$ cat config.mk
export PLATFORM = sky130hd
export DESIGN_NAME = fu_req_fifo
export DESIGN_NICKNAME = d
export VERILOG_FILES = /design/src/rtl/fu_req_fifo_pkg.sv /design/src/rtl/fu_req_fifo.sv
export SDC_FILE = /design/constraint.sdc
export NUM_CORES = 1
export LEC_CHECK = 0
export CAP_MARGIN = 30
export CORE_MARGIN = 1
export CORE_UTILIZATION = 30
export DETAILED_ROUTE_END_ITERATION = 12
export PLACE_DENSITY_LB_ADDON = 0.12
export RECOVER_POWER = 50
export SKIP_CTS_REPAIR_TIMING = 1
export SKIP_LAST_GASP = 1
export SLEW_MARGIN = 20
export SYNTH_ARGS = -nofsm -noshare
export SYNTH_HDL_FRONTEND = slang
export SYNTH_SLANG_ARGS = --single-unit
$ cat constraint.sdc
create_clock -name clk -period 2.9 [get_ports clk]
set_input_delay 0.435 -clock clk [delete_from_list [all_inputs] [get_ports clk]]
set_output_delay 0.435 -clock clk [all_outputs]
set_load 0.05 [all_outputs]
$ cat src/rtl/fu_req_fifo_pkg.sv
// rtl/fu_req_fifo_pkg.sv - shared issue-stage types: function-unit classes and the issue packet
// Every FU buffer and the issue logic import these definitions so packet layout stays in one place.
package fu_req_fifo_pkg;

  localparam int ROB_W = 6;
  localparam int OPC_W = 4;
  localparam int OPD_W = 16;

  typedef enum logic [1:0] {
    FU_ALU = 2'd0,
    FU_MUL = 2'd1,
    FU_LSU = 2'd2,
    FU_BR  = 2'd3
  } fu_type_e;

  typedef struct packed {
    logic             valid;
    fu_type_e         fu_type;
    logic [ROB_W-1:0] rob_idx;
    logic [OPC_W-1:0] opcode;
    logic [OPD_W-1:0] operand;
  } issue_packet_t;

endpackage

$ cat src/rtl/fu_req_fifo.sv
// rtl/fu_req_fifo.sv - per-FU request buffer between issue logic and one function unit
// Circular packet store with registered ready, flush squash and sticky overflow/misroute flags.
module fu_req_fifo
  import fu_req_fifo_pkg::*;
#(
  parameter int       DEPTH   = 4,
  parameter fu_type_e FU_KIND = FU_ALU
) (
  input  logic                       clk,
  input  logic                       reset_n,
  input  issue_packet_t              req_i,
  output logic                       ready_o,
  output logic [$clog2(DEPTH+1)-1:0] free_slots_o,
  output issue_packet_t              fu_pkt_o,
  output logic                       fu_valid_o,
  input  logic                       fu_ready_i,
  input  logic                       flush_i,
  output logic                       overflow_o,
  output logic                       misroute_o
);

  localparam int PW = $clog2(DEPTH);
  localparam int CW = $clog2(DEPTH+1);

  issue_packet_t mem_q [DEPTH];

  logic [PW-1:0] head_q, head_d;
  logic [PW-1:0] tail_q, tail_d;
  logic [CW-1:0] count_q, count_d;
  logic          overflow_q, overflow_d;
  logic          misroute_q, misroute_d;
  logic          type_ok;
  logic          enq;
  logic          deq;

  // DEPTH need not be a power of two, so wrap is an explicit compare.
  function automatic logic [PW-1:0] ptr_inc(input logic [PW-1:0] p);
    return (p == PW'(DEPTH-1)) ? '0 : p + PW'(1);
  endfunction

  assign ready_o      = (count_q < CW'(DEPTH));
  assign free_slots_o = CW'(DEPTH) - count_q;
  assign fu_valid_o   = (count_q != '0);
  assign overflow_o   = overflow_q;
  assign misroute_o   = misroute_q;

  assign type_ok = (req_i.fu_type == FU_KIND);
  assign enq     = req_i.valid && ready_o && type_ok && !flush_i;
  assign deq     = fu_valid_o && fu_ready_i && !flush_i;

  always_comb begin
    fu_pkt_o       = mem_q[head_q];
    fu_pkt_o.valid = fu_valid_o;
  end

  always_comb begin
    head_d     = head_q;
    tail_d     = tail_q;
    count_d    = count_q;
    overflow_d = overflow_q | (req_i.valid & ~ready_o);
    misroute_d = misroute_q | (req_i.valid & ~type_ok);
    if (flush_i) begin
      head_d  = '0;
      tail_d  = '0;
      count_d = '0;
    end else begin
      if (enq) tail_d = ptr_inc(tail_q);
      if (deq) head_d = ptr_inc(head_q);
      case ({enq, deq})
        2'b10:   count_d = count_q + CW'(1);
        2'b01:   count_d = count_q - CW'(1);
        default: count_d = count_q;
      endcase
    end
  end

  always_ff @(posedge clk or negedge reset_n) begin
    if (!reset_n) begin
      head_q     <= '0;
      tail_q     <= '0;
      count_q    <= '0;
      overflow_q <= 1'b0;
      misroute_q <= 1'b0;
    end else begin
      head_q     <= head_d;
      tail_q     <= tail_d;
      count_q    <= count_d;
      overflow_q <= overflow_d;
      misroute_q <= misroute_d;
    end
  end

  // Storage is unreset: entries are only visible once count covers them.
  always_ff @(posedge clk) begin
    if (enq) mem_q[tail_q] <= req_i;
  end

endmodule

==> Flow_metrics.wiki <==
{| class="wikitable"
! Metric !! Value
|-
| Worst relative slew slack || 62.7%
|-
| Fraction of the core area covered by cells at the end of the flow || 41.1%
|-
| First-pass GRT wire length || 13,800 µm
|-
| Number of placement rows || 45
|-
| CTS tree || yes
|-
| Post-synthesis average cell area || 22.1 µm²
|-
| CTS buffer count || 17
|-
| Final HPWL from detailed placement || 5480 µm
|-
| IR drop worst, VDD || 0.755 mV
|-
| Switching share of power || 31.6%
|-
| Port Buffers || 68
|-
| Detail-routed via count per cell || 4.46
|-
| Ordered list of cells on the worst path || buf_12 > mux4_2 > clkdlybuf4s50_1
|-
| Bufs on Longest Clock Path || 2
|-
| Share of the yosys chip area belonging to registers || 77.0%
|-
| Origin of the worst setup path || head_q[1]$_DFFE_PN0P_
|-
| Worst Setup Path Type || flip-flop to output pin
|-
| Slowest cell on the critical path || sky130_fd_sc_hd__clkdlybuf4s50_1
|-
| Critical path data required time || 2.47 ns
|-
| Worst slack at placement || 0.230 ns
|-
| Aggregate global-route resource usage || 12.1%
|-
| I/O pin total || 69
|-
| Routed len/inst || 17.3 µm
|-
| Cell Int Power || 4.16 mW
|-
| Final setup violation count || 0
|-
| Reg-to-reg critical path startpoint || count_q[0]$_DFFE_PN0P_
|-
| RSZ-0062 raised after global routing || false
|-
| Iteration-0 DRC Markers || 66
|-
| Final global-route overflow total || 0
|-
| Pin count of the biggest net entering global routing || 19
|-
| Gate power share || 30.8%
|-
| Slew @ Worst Pin || 0.558 ns
|-
| Maximum level of the CTS H-tree || 4
|-
| Via count of the first global-routing pass || 2,390
|-
| Horizontal extent of the die || 127 µm
|-
| Routability-driven placement congestion ratio || 0.668
|-
| Post-placement cell count || 472
|-
| Antenna violations before repair || 0
|-
| Leakage power of the design || 2.11 nW
|-
| P&R area growth vs syn || 33.9%
|-
| Top delay family on crit path || buffers and inverters
|-
| Starting utilization of the core area || 30.7%
|-
| Number of distinct library cells after synthesis || 24
|-
| Number of standard cells in the layout, taps in and fillers out || 505
|-
| Clk Latency, worst-skew pair || 0.40 ns
|-
| Drt total wl || 8750 µm
|-
| Final-report hold violation count || 0
|-
| Syn Nets || 252
|-
| Top library cells by usage in the layout, fill and taps aside || sky130_fd_sc_hd__edfxtp_1, sky130_fd_sc_hd__dlygate4sd3_1, sky130_fd_sc_hd__mux4_2, sky130_fd_sc_hd__clkdlybuf4s50_1, sky130_fd_sc_hd__clkbuf_16
|-
| Type of the tightest min-delay check || input port to asynchronous set/reset pin
|-
| Critical path data arrival time || 2.37 ns
|-
| Setup Skew || 0.00436 ns
|-
| Core area || 0.0152 mm²
|-
| Clock period minus worst slack || 2.80 ns
|-
| Largest fanout on the critical path || 15
|-
| Portion of total power attributed to sequential cells || 33.1%
|-
| Final setup slack of the worst path || 0.0965 ns
|-
| Status || complete, no violations
|-
| Clock input transition at the sequential cells of the worst setup and hold paths || 0.06 ns
|-
| Height of the die || 127 µm
|-
| Placed Area || 0.00564 mm²
|-
| Worst Setup End Kind || output pin
|-
| Share of the clock period used by the worst path after layout || 96.7%
|-
| NumNets Final || 344
|-
| Area of all placed cells without fillers || 0.00624 mm²
|-
| DRC Markers || 0
|-
| Leading cell type in the layout, fill and taps excluded || sky130_fd_sc_hd__edfxtp_1
|-
| Buffers plus inverters on the worst setup path || 2
|-
| Post-synthesis instance area || 0.00466 mm²
|-
| Final total power || 6.08 mW
|-
| Total of fill cells in the finished design || 1,368
|-
| Total count of max-transition violations in the final report || 0
|-
| Flop and latch count out of synthesis || 121
|-
| Max Cap Viol || 0
|-
| Length of the first detailed-routing pass in iterations || 4
|-
| ANT nets after route || 0
|-
| CTS sink cnt || 121
|-
| Hold slack || 0.427 ns
|-
| Gate Count Post-Synth || 211
|-
| Startpoint type of the worst setup path || flip-flop
|-
| Share of power burned in the clock network || 36.1%
|-
| Cell at the root of the clock tree || sky130_fd_sc_hd__clkbuf_16
|-
| Count of yosys warnings during synthesis || 0
|-
| Worst path max stage delay || 0.72 ns
|-
| Floorplan die area || 0.0160 mm²
|-
| Net switching power || 1.92 mW
|-
| Total vias in the final route || 2,251
|-
| Final total negative setup slack || 0 ns
|-
| Max Clk Rate || 357 MHz
|-
| Power Dens Cells || 974 mW/mm²
|-
| Fraction of layout cells with a size suffix above 1 || 27.5%
|}
## registers in the layout, indices dropped and copies added (netlist names)
name	count
mem_q	112
tail_q	2
overflow_o	1
head_q	2
misroute_o	1
count_q	3
## synth_stat cells, drive strengths merged
library cell    n  share of area (%)
mux2i           3               0.64
mux2            2               0.56
nor2b           3               0.40
edfxtp        112                 72
inv             8               0.64
xor2            2               0.38
nand2b          1               0.13
dfrtp           9                4.8
xnor2           2               0.38
ha              7                1.9
or2b            1               0.16
nor2           11               0.89
fa              1               0.43
o21bai          2               0.32
and2b           1               0.16
nand4b          1               0.51
mux4           28                 14
nand2           2               0.16
and2            4               0.54
buf             7               0.86
clkbuf          3               0.24
o21ai           1               0.19
## power groups by stage
stage                     Clock [mW]  Sequential (mW)  Combinational, mW
after global placement             0             2.05               1.94
after floorplan                    0             2.05               1.36
final                           2.19             2.01               1.87
after detailed placement           0             2.05               1.94
after global routing            2.32             2.02               1.99
after CTS                       2.25             2.02               1.95
## worst paths after layout
check                                          to  slack (ns)  cells past startpoint
setup / recovery                     fu_pkt_o[27]         0.1                      3
hold / removal               overflow_o$_DFF_PN0_        0.43                      1
setup reg to reg           count_q[2]$_DFFE_PN0P_        0.25                     10
hold reg to reg              misroute_o$_DFF_PN0_        0.48                      1
max in group asynchronous   head_q[0]$_DFFE_PN0P_        2.11                      1
min in group clk             misroute_o$_DFF_PN0_        0.48                      1
## routing by layer
metal / GRT usage [%] / vias to the layer above / wire, µm
met5: 0 / - / 0
met4: 5.74 / 0 / 123
met3: 4.30 / 9 / 394
met2: 18.6 / 54 / 4240
met1: 15.4 / 1158 / 3990
li1: - / 1030 / -
## final cells by class
type / instances / area (µm²) / area share (%)
diodes: 1 / 2.50 / 0.0401
well taps: 188 / 235 / 3.77
clock buffers: 21 / 460 / 7.38
inverters: 8 / 30.0 / 0.481
multi-input cells: 72 / 977 / 15.7
clock inverters: 11 / 170 / 2.73
flip-flops and latches: 121 / 3590 / 57.5
repair buffers: 83 / 777 / 12.4
## cell families after synthesis
kind of cell / synth area share (%)
xor+xnor: 0.752
simple gates: 2.95
compound gates: 0.510
flops: 77.0
buf+inv: 1.74
mux: 14.7
fa+ha+maj: 2.31
Power figures use the tool's default switching activity.
